`config.mk`:
```
export PLATFORM = sky130hd
export DESIGN_NAME = sim_halt_monitor_flat
export DESIGN_NICKNAME = d
export VERILOG_FILES = /design/src/rtl/sim_halt_pkg.sv /design/src/rtl/sim_halt_monitor_if.sv /design/src/rtl/sim_halt_monitor_sat_counter.sv /design/src/rtl/sim_halt_monitor.sv /design/src/flat_wrapper.sv
export SDC_FILE = /design/constraint.sdc
export NUM_CORES = 1
export LEC_CHECK = 0
export BUFFER_PORTS_ARGS = -buffer_cell sky130_fd_sc_hd__buf_2
export CAP_MARGIN = 20
export CORE_ASPECT_RATIO = 1.75
export CORE_MARGIN = 5
export CORE_UTILIZATION = 53
export DETAILED_ROUTE_END_ITERATION = 12
export PLACE_DENSITY = 0.77
export SLEW_MARGIN = 20
export SYNTH_ARGS = -nofsm -noshare
export SYNTH_HDL_FRONTEND = slang
export SYNTH_SLANG_ARGS = --single-unit
```
`constraint.sdc`:
```
create_clock -name clk -period 5.4 [get_ports clk]
set_clock_uncertainty 0.1 [all_clocks]
set_input_delay 0.54 -clock clk [delete_from_list [all_inputs] [get_ports clk]]
set_output_delay 0.54 -clock clk [all_outputs]
set_load 0.03 [all_outputs]
```
`src/rtl/sim_halt_pkg.sv`:
```
// Shared definitions for the run-control / halt-detection monitor.
// Latency: n/a (types and constants only).
// Backpressure: n/a.
package sim_halt_pkg;

  // Halt cause codes reported on halt_cause.
  typedef enum logic [2:0] {
    CAUSE_NONE    = 3'd0,
    CAUSE_ECALL   = 3'd1,
    CAUSE_EBREAK  = 3'd2,
    CAUSE_FAULT   = 3'd3,
    CAUSE_TIMEOUT = 3'd4,
    CAUSE_LOOP    = 3'd5
  } cause_e;

  // Run-control state encoding.
  localparam logic [1:0] ST_RUN    = 2'd0;
  localparam logic [1:0] ST_DRAIN  = 2'd1;
  localparam logic [1:0] ST_HALTED = 2'd2;

  // Full instruction words that terminate a run.
  localparam logic [31:0] INST_ECALL  = 32'h0000_0073;
  localparam logic [31:0] INST_EBREAK = 32'h0010_0073;

  // SYSTEM major opcode.
  localparam logic [6:0] OPC_SYSTEM = 7'b1110011;

  // Exact match of a SYSTEM instruction: opcode field and the full word.
  function automatic logic is_system_word(input logic [31:0] inst, input logic [31:0] word);
    return (inst[6:0] == OPC_SYSTEM) && (inst == word);
  endfunction

endpackage

```
`src/rtl/sim_halt_monitor_if.sv`:
```
// Core-side observation bus plus halt record outputs of the monitor.
// Latency: n/a (wires only).
// Backpressure: none; the monitor only observes, halt_req is the sole feedback.
interface sim_halt_monitor_if #(
  parameter int XLEN       = 32,
  parameter int CNT_W      = 32,
  parameter int NUM_FAULTS = 3
) ();

  logic [31:0]           inst;
  logic [XLEN-1:0]       pc;
  logic                  valid;
  logic                  stall;
  logic [NUM_FAULTS-1:0] fault;

  logic                  halt_req;
  logic                  done;
  logic [2:0]            halt_cause;
  logic [XLEN-1:0]       halt_pc;
  logic [NUM_FAULTS-1:0] halt_fault_vec;
  logic [CNT_W-1:0]      cycle_count;
  logic [CNT_W-1:0]      instret_count;

  // Core / environment side: presents instructions, consumes the halt record.
  modport master (
    output inst, pc, valid, stall, fault,
    input  halt_req, done, halt_cause, halt_pc, halt_fault_vec, cycle_count, instret_count
  );

  // Monitor side.
  modport slave (
    input  inst, pc, valid, stall, fault,
    output halt_req, done, halt_cause, halt_pc, halt_fault_vec, cycle_count, instret_count
  );

endinterface

```
`src/rtl/sim_halt_monitor_sat_counter.sv`:
```
// Saturating up-counter with enable and synchronous clear.
// Latency: count visible one edge after the enabled cycle.
// Backpressure: none; holds at all-ones instead of wrapping.
module sat_counter #(
  parameter int W = 32
) (
  input  logic         clk,
  input  logic         rst,
  input  logic         en,
  input  logic         clr,
  output logic [W-1:0] cnt
);

  logic [W-1:0] cnt_q;
  logic [W-1:0] cnt_d;

  // Next count: clear wins, otherwise increment until all-ones.
  always_comb begin
    cnt_d = cnt_q;
    if (clr) begin
      cnt_d = '0;
    end else if (en && (cnt_q != '1)) begin
      cnt_d = cnt_q + W'(1);
    end
  end

  // Count register.
  always_ff @(posedge clk or posedge rst) begin
    if (rst) begin
      cnt_q <= '0;
    end else begin
      cnt_q <= cnt_d;
    end
  end

  assign cnt = cnt_q;

endmodule

```
`src/rtl/sim_halt_monitor.sv`:
```
// Run-control monitor: counts cycles/retires, detects ECALL/EBREAK/fault/loop/timeout, drains, then halts.
// Latency: halt_req one edge after the event; done DRAIN_CYCLES+1 edges after the event edge.
// Backpressure: none on inputs; halt_req asks the core to stop issuing, DRAIN/HALTED ignore inputs.
module sim_halt_monitor
  import sim_halt_pkg::*;
#(
  parameter int XLEN         = 32,
  parameter int CNT_W        = 32,
  parameter int TIMEOUT      = 100000,
  parameter int DRAIN_CYCLES = 2,
  parameter int LOOP_LIMIT   = 4,
  parameter int NUM_FAULTS   = 3
) (
  input logic               clk,
  input logic               rst,
  sim_halt_monitor_if.slave bus
);

  localparam int DCW = (DRAIN_CYCLES > 0) ? $clog2(DRAIN_CYCLES + 1) : 1;
  localparam int LCW = (LOOP_LIMIT > 1) ? $clog2(LOOP_LIMIT) + 1 : 1;

  localparam logic [DCW-1:0] DRAIN_LOAD  = DCW'(DRAIN_CYCLES);
  localparam logic [LCW-1:0] LOOP_HIT    = LCW'((LOOP_LIMIT > 0) ? LOOP_LIMIT - 1 : 0);
  localparam logic [63:0]    TIMEOUT_HIT = 64'((TIMEOUT > 0) ? TIMEOUT - 1 : 0);

  logic [1:0]            state_q, state_d;
  logic [DCW-1:0]        drain_cnt_q, drain_cnt_d;
  logic [LCW-1:0]        loop_cnt_q, loop_cnt_d;
  logic [XLEN-1:0]       last_pc_q, last_pc_d;
  logic                  last_pc_vld_q, last_pc_vld_d;
  cause_e                cause_q, cause_d;
  logic [XLEN-1:0]       halt_pc_q, halt_pc_d;
  logic [NUM_FAULTS-1:0] fault_vec_q, fault_vec_d;
  logic                  halt_req_q, halt_req_d;
  logic                  done_q, done_d;

  logic [CNT_W-1:0]      cycle_cnt;
  logic [CNT_W-1:0]      instret_cnt;

  logic                  in_run;
  logic                  retire;
  logic                  ev_fault, ev_ecall, ev_ebreak, ev_loop, ev_timeout, ev_any;
  logic [LCW-1:0]        loop_cnt_nxt;
  cause_e                ev_cause;

  // Event detection and priority encoding for the current cycle.
  always_comb begin
    in_run       = (state_q == ST_RUN);
    retire       = bus.valid && !bus.stall;
    loop_cnt_nxt = (last_pc_vld_q && (bus.pc == last_pc_q)) ? loop_cnt_q + LCW'(1) : '0;

    // A fault is taken whenever the slot is valid, even while stalled.
    ev_fault   = in_run && bus.valid && (|bus.fault);
    ev_ecall   = in_run && retire && is_system_word(bus.inst, INST_ECALL);
    ev_ebreak  = in_run && retire && is_system_word(bus.inst, INST_EBREAK);
    ev_loop    = in_run && retire && (LOOP_LIMIT != 0) && (loop_cnt_nxt == LOOP_HIT);
    ev_timeout = in_run && !(ev_fault || ev_ecall || ev_ebreak || ev_loop) &&
                 (TIMEOUT != 0) && (64'(cycle_cnt) == TIMEOUT_HIT);
    ev_any     = ev_fault || ev_ecall || ev_ebreak || ev_loop || ev_timeout;

    ev_cause = CAUSE_NONE;
    if (ev_fault) begin
      ev_cause = CAUSE_FAULT;
    end else if (ev_ecall) begin
      ev_cause = CAUSE_ECALL;
    end else if (ev_ebreak) begin
      ev_cause = CAUSE_EBREAK;
    end else if (ev_loop) begin
      ev_cause = CAUSE_LOOP;
    end else if (ev_timeout) begin
      ev_cause = CAUSE_TIMEOUT;
    end
  end

  // Run-control FSM, halt record capture and self-loop tracking.
  always_comb begin
    state_d       = state_q;
    drain_cnt_d   = drain_cnt_q;
    loop_cnt_d    = loop_cnt_q;
    last_pc_d     = last_pc_q;
    last_pc_vld_d = last_pc_vld_q;
    cause_d       = cause_q;
    halt_pc_d     = halt_pc_q;
    fault_vec_d   = fault_vec_q;
    halt_req_d    = halt_req_q;
    // done trails HALTED by one edge so that DRAIN_CYCLES==0 still gives a one-edge gap.
    done_d        = (state_q == ST_HALTED);

    case (state_q)
      ST_RUN: begin
        if (retire) begin
          loop_cnt_d    = loop_cnt_nxt;
          last_pc_d     = bus.pc;
          last_pc_vld_d = 1'b1;
        end
        if (ev_any) begin
          cause_d     = ev_cause;
          halt_pc_d   = bus.pc;
          fault_vec_d = bus.fault;
          halt_req_d  = 1'b1;
          drain_cnt_d = DRAIN_LOAD;
          state_d     = (DRAIN_CYCLES == 0) ? ST_HALTED : ST_DRAIN;
        end
      end
      ST_DRAIN: begin
        // Leave on the edge where the counter reaches zero.
        if (drain_cnt_q <= DCW'(1)) begin
          drain_cnt_d = '0;
          state_d     = ST_HALTED;
        end else begin
          drain_cnt_d = drain_cnt_q - DCW'(1);
        end
      end
      ST_HALTED: begin
        state_d = ST_HALTED;
      end
      default: begin
        state_d = ST_RUN;
      end
    endcase
  end

  // State and record registers, all cleared asynchronously.
  always_ff @(posedge clk or posedge rst) begin
    if (rst) begin
      state_q       <= ST_RUN;
      drain_cnt_q   <= '0;
      loop_cnt_q    <= '0;
      last_pc_q     <= '0;
      last_pc_vld_q <= 1'b0;
      cause_q       <= CAUSE_NONE;
      halt_pc_q     <= '0;
      fault_vec_q   <= '0;
      halt_req_q    <= 1'b0;
      done_q        <= 1'b0;
    end else begin
      state_q       <= state_d;
      drain_cnt_q   <= drain_cnt_d;
      loop_cnt_q    <= loop_cnt_d;
      last_pc_q     <= last_pc_d;
      last_pc_vld_q <= last_pc_vld_d;
      cause_q       <= cause_d;
      halt_pc_q     <= halt_pc_d;
      fault_vec_q   <= fault_vec_d;
      halt_req_q    <= halt_req_d;
      done_q        <= done_d;
    end
  end

  // Cycle count runs for every RUN cycle including the event cycle.
  sat_counter #(.W(CNT_W)) u_cycle_cnt (
    .clk (clk),
    .rst (rst),
    .en  (in_run),
    .clr (1'b0),
    .cnt (cycle_cnt)
  );

  // A faulting instruction is not retired; ECALL/EBREAK are.
  sat_counter #(.W(CNT_W)) u_instret_cnt (
    .clk (clk),
    .rst (rst),
    .en  (in_run && retire && !ev_fault),
    .clr (1'b0),
    .cnt (instret_cnt)
  );

  assign bus.halt_req       = halt_req_q;
  assign bus.done           = done_q;
  assign bus.halt_cause     = cause_q;
  assign bus.halt_pc        = halt_pc_q;
  assign bus.halt_fault_vec = fault_vec_q;
  assign bus.cycle_count    = cycle_cnt;
  assign bus.instret_count  = instret_cnt;

endmodule

```
`src/flat_wrapper.sv`:
```
// flat-port wrapper written by rule: the top's interface ports become plain ports
module sim_halt_monitor_flat import sim_halt_pkg::*;
#(
  parameter int XLEN         = 32,
  parameter int CNT_W        = 32,
  parameter int TIMEOUT      = 100000,
  parameter int DRAIN_CYCLES = 2,
  parameter int LOOP_LIMIT   = 4,
  parameter int NUM_FAULTS   = 3
)
  (clk, rst, bus_inst, bus_pc, bus_valid, bus_stall, bus_fault, bus_halt_req, bus_done, bus_halt_cause, bus_halt_pc, bus_halt_fault_vec, bus_cycle_count, bus_instret_count);
  sim_halt_monitor_if #(.XLEN(XLEN), .CNT_W(CNT_W), .NUM_FAULTS(NUM_FAULTS)) bus_i ();
  input logic clk;
  input logic rst;
  input wire logic [$bits(bus_i.inst)-1:0] bus_inst;
  input wire logic [$bits(bus_i.pc)-1:0] bus_pc;
  input wire logic [$bits(bus_i.valid)-1:0] bus_valid;
  input wire logic [$bits(bus_i.stall)-1:0] bus_stall;
  input wire logic [$bits(bus_i.fault)-1:0] bus_fault;
  output wire logic [$bits(bus_i.halt_req)-1:0] bus_halt_req;
  output wire logic [$bits(bus_i.done)-1:0] bus_done;
  output wire logic [$bits(bus_i.halt_cause)-1:0] bus_halt_cause;
  output wire logic [$bits(bus_i.halt_pc)-1:0] bus_halt_pc;
  output wire logic [$bits(bus_i.halt_fault_vec)-1:0] bus_halt_fault_vec;
  output wire logic [$bits(bus_i.cycle_count)-1:0] bus_cycle_count;
  output wire logic [$bits(bus_i.instret_count)-1:0] bus_instret_count;
  assign bus_i.inst = bus_inst;
  assign bus_i.pc = bus_pc;
  assign bus_i.valid = bus_valid;
  assign bus_i.stall = bus_stall;
  assign bus_i.fault = bus_fault;
  assign bus_halt_req = bus_i.halt_req;
  assign bus_done = bus_i.done;
  assign bus_halt_cause = bus_i.halt_cause;
  assign bus_halt_pc = bus_i.halt_pc;
  assign bus_halt_fault_vec = bus_i.halt_fault_vec;
  assign bus_cycle_count = bus_i.cycle_count;
  assign bus_instret_count = bus_i.instret_count;
  sim_halt_monitor #(.XLEN(XLEN), .CNT_W(CNT_W), .TIMEOUT(TIMEOUT), .DRAIN_CYCLES(DRAIN_CYCLES), .LOOP_LIMIT(LOOP_LIMIT), .NUM_FAULTS(NUM_FAULTS)) u_core (.clk(clk), .rst(rst), .bus(bus_i));
endmodule
```
==> summary.md, run 1 <==
| Metric | Value |
|---|---|
| Outcome | `finished, final reports clean` |
| Worst skew pair latency | `between 400 and 500 ps` |
| Worst Setup SP | `u_core.state_q[0]$_DFFE_PP0P_` |
| Clock slew seen by the registers of the worst setup and hold paths | `60 ps` |
| DRC | `0` |
| CTS H-tree depth | `4` |
| Max Clk Rate | `between 200 and 300 MHz` |
| Initial Utilization | `54.4%` |
| Top FF cell, synth | `dfrtp_1` |
| First-pass GRT wire length | `roughly 28 mm` |
| Cell count after synthesis | `between 600 and 700` |
| RSZ-0062 raised after global routing | `false` |
| Antenna Nets Post-Route | `0` |
| IO Pins | `between 150 and 200` |
| Number of global-route vias before repair | `5,661` |
| Number of synthesized flops with an enable pin | `0` |
| Total track usage | `between 20% and 30%` |
| Routed wire per std cell | `17.3 um` |
| GR Layer Usage met2 | `slightly above 40%` |
| Chip height | `around 160 um` |
| Slowest library cell on the worst path | `nand3_2` |
| Flop-to-flop setup slack | `roughly 1900 ps` |
| Final hold vios | `0` |
| DR iter-0 viols | `roughly 220` |
| DIE AREA | `15,300 sq um` |
| Setup Buffers After CTS | `0` |
| Pre-CTS setup slack | `approximately 1800 ps` |
| Met1 global-route usage | `around a quarter` |
| Crit path to | `u_core.bus.halt_pc[2]$_DFFE_PP0P_` |
| CP Launch Type | `flip-flop` |
| CTS tree | `built` |
| CTS root buffer | `clkbuf_16` |
| Final GP Congestion | `around 0.88` |
| Min cycle time layout | `roughly 3500 ps` |
| Ys async rst share | `100%` |
| Yosys top cell by area | `dfrtp_1` |
| Post-synthesis register bit count | `around 140` |
| CP required | `~5600 ps` |
| CTS buffer count | `17` |
| Vias | `5,303` |
| HPWL after detailed placement | `~12 mm` |
| R2R Path Start | `u_core.state_q[0]$_DFFE_PP0P_` |
| Worst Hold Class | `in2async` |
| Area growth syn-to-layout | `22.8%` |
| Port bufs | `~170` |
| Syn nets | `689` |
| Core Area | `about 12,000 sq um` |
| Delay of the slowest critical-path stage | `~500 ps` |
| Fin cells | `970` |
| Max Cap Violations | `0` |
| CTS Hold Bufs | `0` |
| TritonCTS Sinks | `144` |
| Initial antenna violation count | `0` |
| Crit Path Category | `reg2reg` |
| Chip width | `roughly 96 um` |
| Total grt overflow | `0` |
| Syn avg cell area | `11.1 sq um` |
| Commonest non-fill, non-tap cell in the layout | `buf_2` |
| Setup violations, final | `0` |
| Setup ws final | `1910 ps` |
| Setup TNS | `0 ps` |
| Leading cell types in the layout, fill and taps excluded | `buf_2 (174), dfrtp_1 (144), nand2_1 (127)` |
| Vias per cell | `5.47` |
| Top-area cell type share of the netlist area | `about 53%` |
| Met3 Usage GRT | `5.70%` |
| Pwr Total | `2.38 mW` |
| Yosys cell types | `56` |
| Antenna cells | `0` |
| Post-Syn Area | `around 6800 sq um` |
| CTS max path bufs | `2` |
| GRT busiest layer | `met2` |
| Worst-Margin Slew | `1070 ps` |
| Share of cells above drive strength 1 | `about a third` |
| Worst reg2reg endpoint | `u_core.bus.halt_pc[2]$_DFFE_PP0P_` |
| R2R cell count | `10` |
| Drt pass-1 iters | `5` |
| Largest net degree at the start of global routing | `90` |
| Fin crit share | `roughly 65%` |
| Pwr per Cell Area | `roughly 290 nW/um^2` |
| Peak VDD IR | `~0.00028 V` |
| Cell count after placement | `approximately 940` |
| Final #Nets | `a little under 900` |
| Slew Limit Fails | `0` |
| Area contributors post-synth | `dfrtp_1 (53%), xnor2_1 (9.3%), nand2_1 (7.0%)` |
| Worst-path fanout max | `35` |
| Syn. warnings | `0` |
| Post-Route WL | `around 17 mm` |
| Leak | `4.26 nW` |
| Crit-path cells | `inv_1 -> ha_1 -> and3b_1 -> buf_4 -> nand3_1 -> nor4_2 -> nor2_1 -> nand3_2 -> buf_16 -> mux2_1` |
| Max transition margin | `between 20% and 30%` |
| Worst Path Arrival | `approximately 3700 ps` |
| Register area share after synthesis | `a little over half` |
| Endpoint class of the critical path | `flip-flop` |
| Placement Rows | `54` |
| Post_cts resized | `0` |
cell usage after synthesis, drive strengths merged (9+ instances only):
cell,number
xnor2,72
xor2,23
and3,16
nand2,127
clkbuf,9
nand4,26
buf,11
nor4,15
mux2,38
nor3,10
nand3,34
inv,11
and4,12
dfrtp,144
nor2,16
critical path: cells and delay by family, from the launching register on:
kind	cells	cell delay [ps]
AND/OR/NAND/NOR	5	1440
flip-flops	1	380
multiplexers	1	340
adder cells (fa/ha/maj)	1	400
buffers and inverters	3	690
cell type report:
cell class / count / area (sq um)
Clock buffer: 19 / 443
Clock inverter: 13 / 138
Fill cell: 1009 / 4150
Inverter: 11 / 46.3
Multi-Input combinational cell: 437 / 2980
Sequential cell: 144 / 3600
Tap cell: 168 / 210
Timing Repair Buffer: 178 / 921
state kept, by name, summed over array words and instances, names as in the netlist, 2 cells and up:
signal                     count
u_core.bus.halt_cause          3
u_core.bus.halt_fault_vec      3
u_core.last_pc_q              32
u_core.u_cycle_cnt.cnt        32
u_core.bus.halt_pc            32
u_core.state_q                 2
u_core.u_instret_cnt.cnt      32
u_core.loop_cnt_q              3
u_core.drain_cnt_q             2
worst min-delay path by stage:
| stage | from | endpoint | slack (ps) | cells past startpoint |
|---|---|---|---|---|
| floorplan | u_core.last_pc_vld_q$_DFFE_PP0P_ | u_core.last_pc_vld_q$_DFFE_PP0P_ | 330 | 1 |
| detailed placement | u_core.last_pc_vld_q$_DFFE_PP0P_ | u_core.last_pc_vld_q$_DFFE_PP0P_ | 350 | 1 |
| global placement | u_core.last_pc_vld_q$_DFFE_PP0P_ | u_core.last_pc_vld_q$_DFFE_PP0P_ | 340 | 1 |
| finish | rst | u_core.u_cycle_cnt.cnt[9]$_DFFE_PP0P_ | 190 | 2 |
| global route | rst | u_core.bus.halt_pc[5]$_DFFE_PP0P_ | 250 | 2 |
| CTS | rst | u_core.u_cycle_cnt.cnt[6]$_DFFE_PP0P_ | 210 | 2 |
layer usage:
| metal | routed length, um | vias to the layer above |
|---|---|---|
| li1 | - | 2462 |
| met4 | 346 | 0 |
| met1 | 6180 | 2606 |
| met3 | 1140 | 34 |
| met5 | 0 | - |
| met2 | 9160 | 201 |
power breakdown:
part           internal, mW  total [mW]  switching [mW]
sequential             1.09        1.10         0.00739
clock                 0.692        1.15           0.458
combinational        0.0481       0.129          0.0813
total                  1.83        2.38           0.547
stage by stage:
stage	instance area, sq um	utilization, %	hold WS [ps]
final	8350	66.8	186
after global routing	8350	66.8	255
after CTS	8320	66.5	214
after detailed placement	7740	61.9	351
after global placement	7740	61.9	343
after floorplan	6790	-	325
logic make-up (layout without fill, tap and decap cells):
group	Yosys count	after routing	share of synthesized area, %
mux	38	38	6.85
buf+inv	31	221	3.04
flops	144	144	53.0
simple gates	281	281	21.7
fa+ha+maj	6	6	1.10
xor+xnor	95	95	12.2
compound gates	17	17	2.01
Note: power is estimated with default switching activity, not from simulation.
==> run 2: changes to the inputs <==
==> constraint.sdc (replaced) <==
create_clock -name clk -period 3.21 [get_ports clk]
set_clock_uncertainty 0.1 [all_clocks]
set_input_delay 0.321 -clock clk [delete_from_list [all_inputs] [get_ports clk]]
set_output_delay 0.321 -clock clk [all_outputs]
set_load 0.03 [all_outputs]
==> summary.md, run 2 (synthesis gave the netlist of run 1 again) <==
| Metric | Value |
|---|---|
| Core Area | `12,500 sq um (unchanged)` |
| Power Internal | `2.90 mW (+58%)` |
| Slew Limit Fails | `0 (unchanged)` |
| Worst Hold Class | `in2reg` |
| Chip height | `160 um (unchanged)` |
| Clock share of power | `45.6% (-2.7 points)` |
| Setup TNS | `0 ps (unchanged)` |
| TritonCTS Sinks | `144 (unchanged)` |
| Peak VDD IR | `0.000397 V (+41%)` |
| Leading cell types in the layout, fill and taps excluded | `buf_2 (174), dfrtp_1 (144), nand2_1 (127)` |
| Slowest library cell on the worst path | `or4_1` |
| Outcome | `finished, final reports clean` |
| CTS buffer count | `17 (unchanged)` |
| Worst-Margin Slew | `671 ps (-398 ps)` |
| Crit-path leading delay family | `simple AND/OR/NAND/NOR gates` |
| Leak | `4.27 nW (+0.12%)` |
| Initial Utilization | `54.4% (unchanged)` |
| Chip width | `95.6 um (unchanged)` |
| Worst-path fanout max | `33 (-5.7%)` |
| Max transition margin | `55.2% (+27 points)` |
| Antenna Nets Post-Route | `0 (unchanged)` |
| CTS H-tree depth | `4 (unchanged)` |
| Final GP Congestion | `0.845 (-3.5%)` |
| Total track usage | `21.6% (-1.0 points)` |
| CP required | `3400 ps (-2190 ps)` |
| Initial antenna violation count | `0 (unchanged)` |
| Worst Path Arrival | `3020 ps (-660 ps)` |
| Endpoint class of the critical path | `flip-flop` |
| Switching part of the total | `23.6% (+0.62 points)` |
| Commonest non-fill, non-tap cell in the layout | `buf_2` |
| Routed wire per std cell | `16.4 um (-5.2%)` |
| CP bufs+invs | `1 (-2)` |
| Clock slew seen by the registers of the worst setup and hold paths | `60 ps (about the same)` |
| Filler cells | `994 (-1.5%)` |
| Pre-CTS setup slack | `404 ps (-1400 ps)` |
| Area growth syn-to-layout | `22.7% (about the same)` |
| CTS max path bufs | `2 (unchanged)` |
| Total grt overflow | `0 (unchanged)` |
| Number of global-route vias before repair | `5,381 (-4.9%)` |
| First-pass GRT wire length | `26.1 mm (-5.3%)` |
| Combinational share of power | `5.7% (+0.3 points)` |
| CTS tree | `built` |
| Crit-path cells | `nor4_1 -> nand4_1 -> or4_1 -> nand3_2 -> buf_12 -> mux2_2` |
| Setup violations, final | `0 (unchanged)` |
| Antenna cells | `0 (unchanged)` |
| Pwr Total | `3.80 mW (+60%)` |
| Max Clk Rate | `354 MHz (+23%)` |
| Util after Layout | `66.7% (about the same)` |
| IO Pins | `175 (unchanged)` |
| DR iter-0 viols | `203 (-6.0%)` |
| Largest net degree at the start of global routing | `124 (+38%)` |
| Worst skew pair latency | `410 ps (about the same)` |
| Crit Path Category | `reg2reg` |
| Post-Route WL | `16.0 mm (-4.7%)` |
| Setup Buffers After CTS | `0 (unchanged)` |
| Fin crit share | `88.0% (+23 points)` |
| Min cycle time layout | `2830 ps (-660 ps)` |
| Switching power | `897 uW (+64%)` |
| Delay of the slowest critical-path stage | `650 ps (+150 ps)` |
| DRC | `0 (unchanged)` |
| Vias | `5,213 (-1.7%)` |
| Final #Nets | `872 (+0.69%)` |
| Pwr per Cell Area | `456 nW/um^2 (+60%)` |
| CTS root buffer | `clkbuf_16` |
| Share of cells above drive strength 1 | `32.7% (+0.29 points)` |
| Sequential share of power | `48.7% (+2.5 points)` |
| Max Cap Violations | `0 (unchanged)` |
| Setup ws final | `385 ps (-1530 ps)` |
| DIE AREA | `15,300 sq um (unchanged)` |
| Placement Rows | `54 (unchanged)` |
| Port bufs | `174 (unchanged)` |
| CP Launch Type | `flip-flop` |
| RSZ-0062 raised after global routing | `false` |
| Final hold vios | `0 (unchanged)` |
| Drt pass-1 iters | `4 (-1)` |
| HPWL after detailed placement | `11.9 mm (-2.4%)` |
| Vias per cell | `5.35 (-2.2%)` |
## run 2: cell types whose count changed in the layout (fill, tap and decap cells not counted), sizes merged
cell / before / now
clkbuf: 19 / 18
clkinv: 3 / 6
inv: 13 / 12
bufinv: 2 / 0
dlygate4sd3: 0 / 1
buf: 178 / 183
## run 2: area by class of cell
type	count	area [sq um]	area share (%)
Clock buffer	18	429	5.15
Clock inverter	13	92.6	1.11
Inverter	11	45.0	0.540
Multi-Input combinational cell	437	2980	35.8
Sequential cell	144	3600	43.2
Tap cell	168	210	2.52
Timing Repair Buffer	184	973	11.7
## run 2: through the flow
step                      area, sq um  cells  hold WS, ps
final                            8340    975         48.0
after global routing             8340    975         35.1
after CTS                        8340    975         33.9
after detailed placement         7810    943          283
after global placement           7810    943          279
after floorplan                  6800    612          325
## run 2: worst register-to-register path, cell delays in order, from the launching register on
cell	delay, ps
dfrtp_1	470
nor4_1	470
nand4_1	140
or4_1	650
nand3_2	240
buf_12	250
mux2_2	390
## run 2: routing by layer
metal	wire length, um	global-route usage (%)	vias to the layer above	part of all wire (%)
met5	0	0	-	0
met3	977	4.52	28	6.1
li1	-	-	2469	-
met1	5980	24.4	2543	37
met4	369	8.10	0	2.3
met2	8700	38.9	173	54
## run 2: final timing paths
check	startpoint	to	slack, ps	depth (start not counted)
worst max-delay path	u_core.u_cycle_cnt.cnt[13]$_DFFE_PP0P_	u_core.bus.halt_pc[18]$_DFFE_PP0P_	380	6
worst min-delay path	bus_pc[25]	u_core.last_pc_q[25]$_DFFE_PP0P_	50	3
worst max register to register	u_core.u_cycle_cnt.cnt[13]$_DFFE_PP0P_	u_core.bus.halt_pc[18]$_DFFE_PP0P_	380	6
worst min register to register	u_core.last_pc_vld_q$_DFFE_PP0P_	u_core.last_pc_vld_q$_DFFE_PP0P_	360	1
max in group asynchronous	rst	u_core.bus.halt_fault_vec[2]$_DFFE_PP0P_	1620	4
min in group asynchronous	rst	u_core.u_cycle_cnt.cnt[7]$_DFFE_PP0P_	380	3
## run 2: timing repair
action	CTS	global route
endpoints found under the hold margin	21	0
resized for setup	0	0
hold buffers	1	0
## run 2: power groups by stage
| stage | sequential (mW) | combinational [mW] | clock, mW |
|---|---|---|---|
| finish | 1.85 | 0.218 | 1.73 |
| global route | 1.85 | 0.239 | 1.85 |
| CTS | 1.85 | 0.223 | 1.77 |
| detailed placement | 1.88 | 0.221 | 0 |
| global placement | 1.88 | 0.215 | 0 |
| floorplan | 1.93 | 0.0700 | 0 |
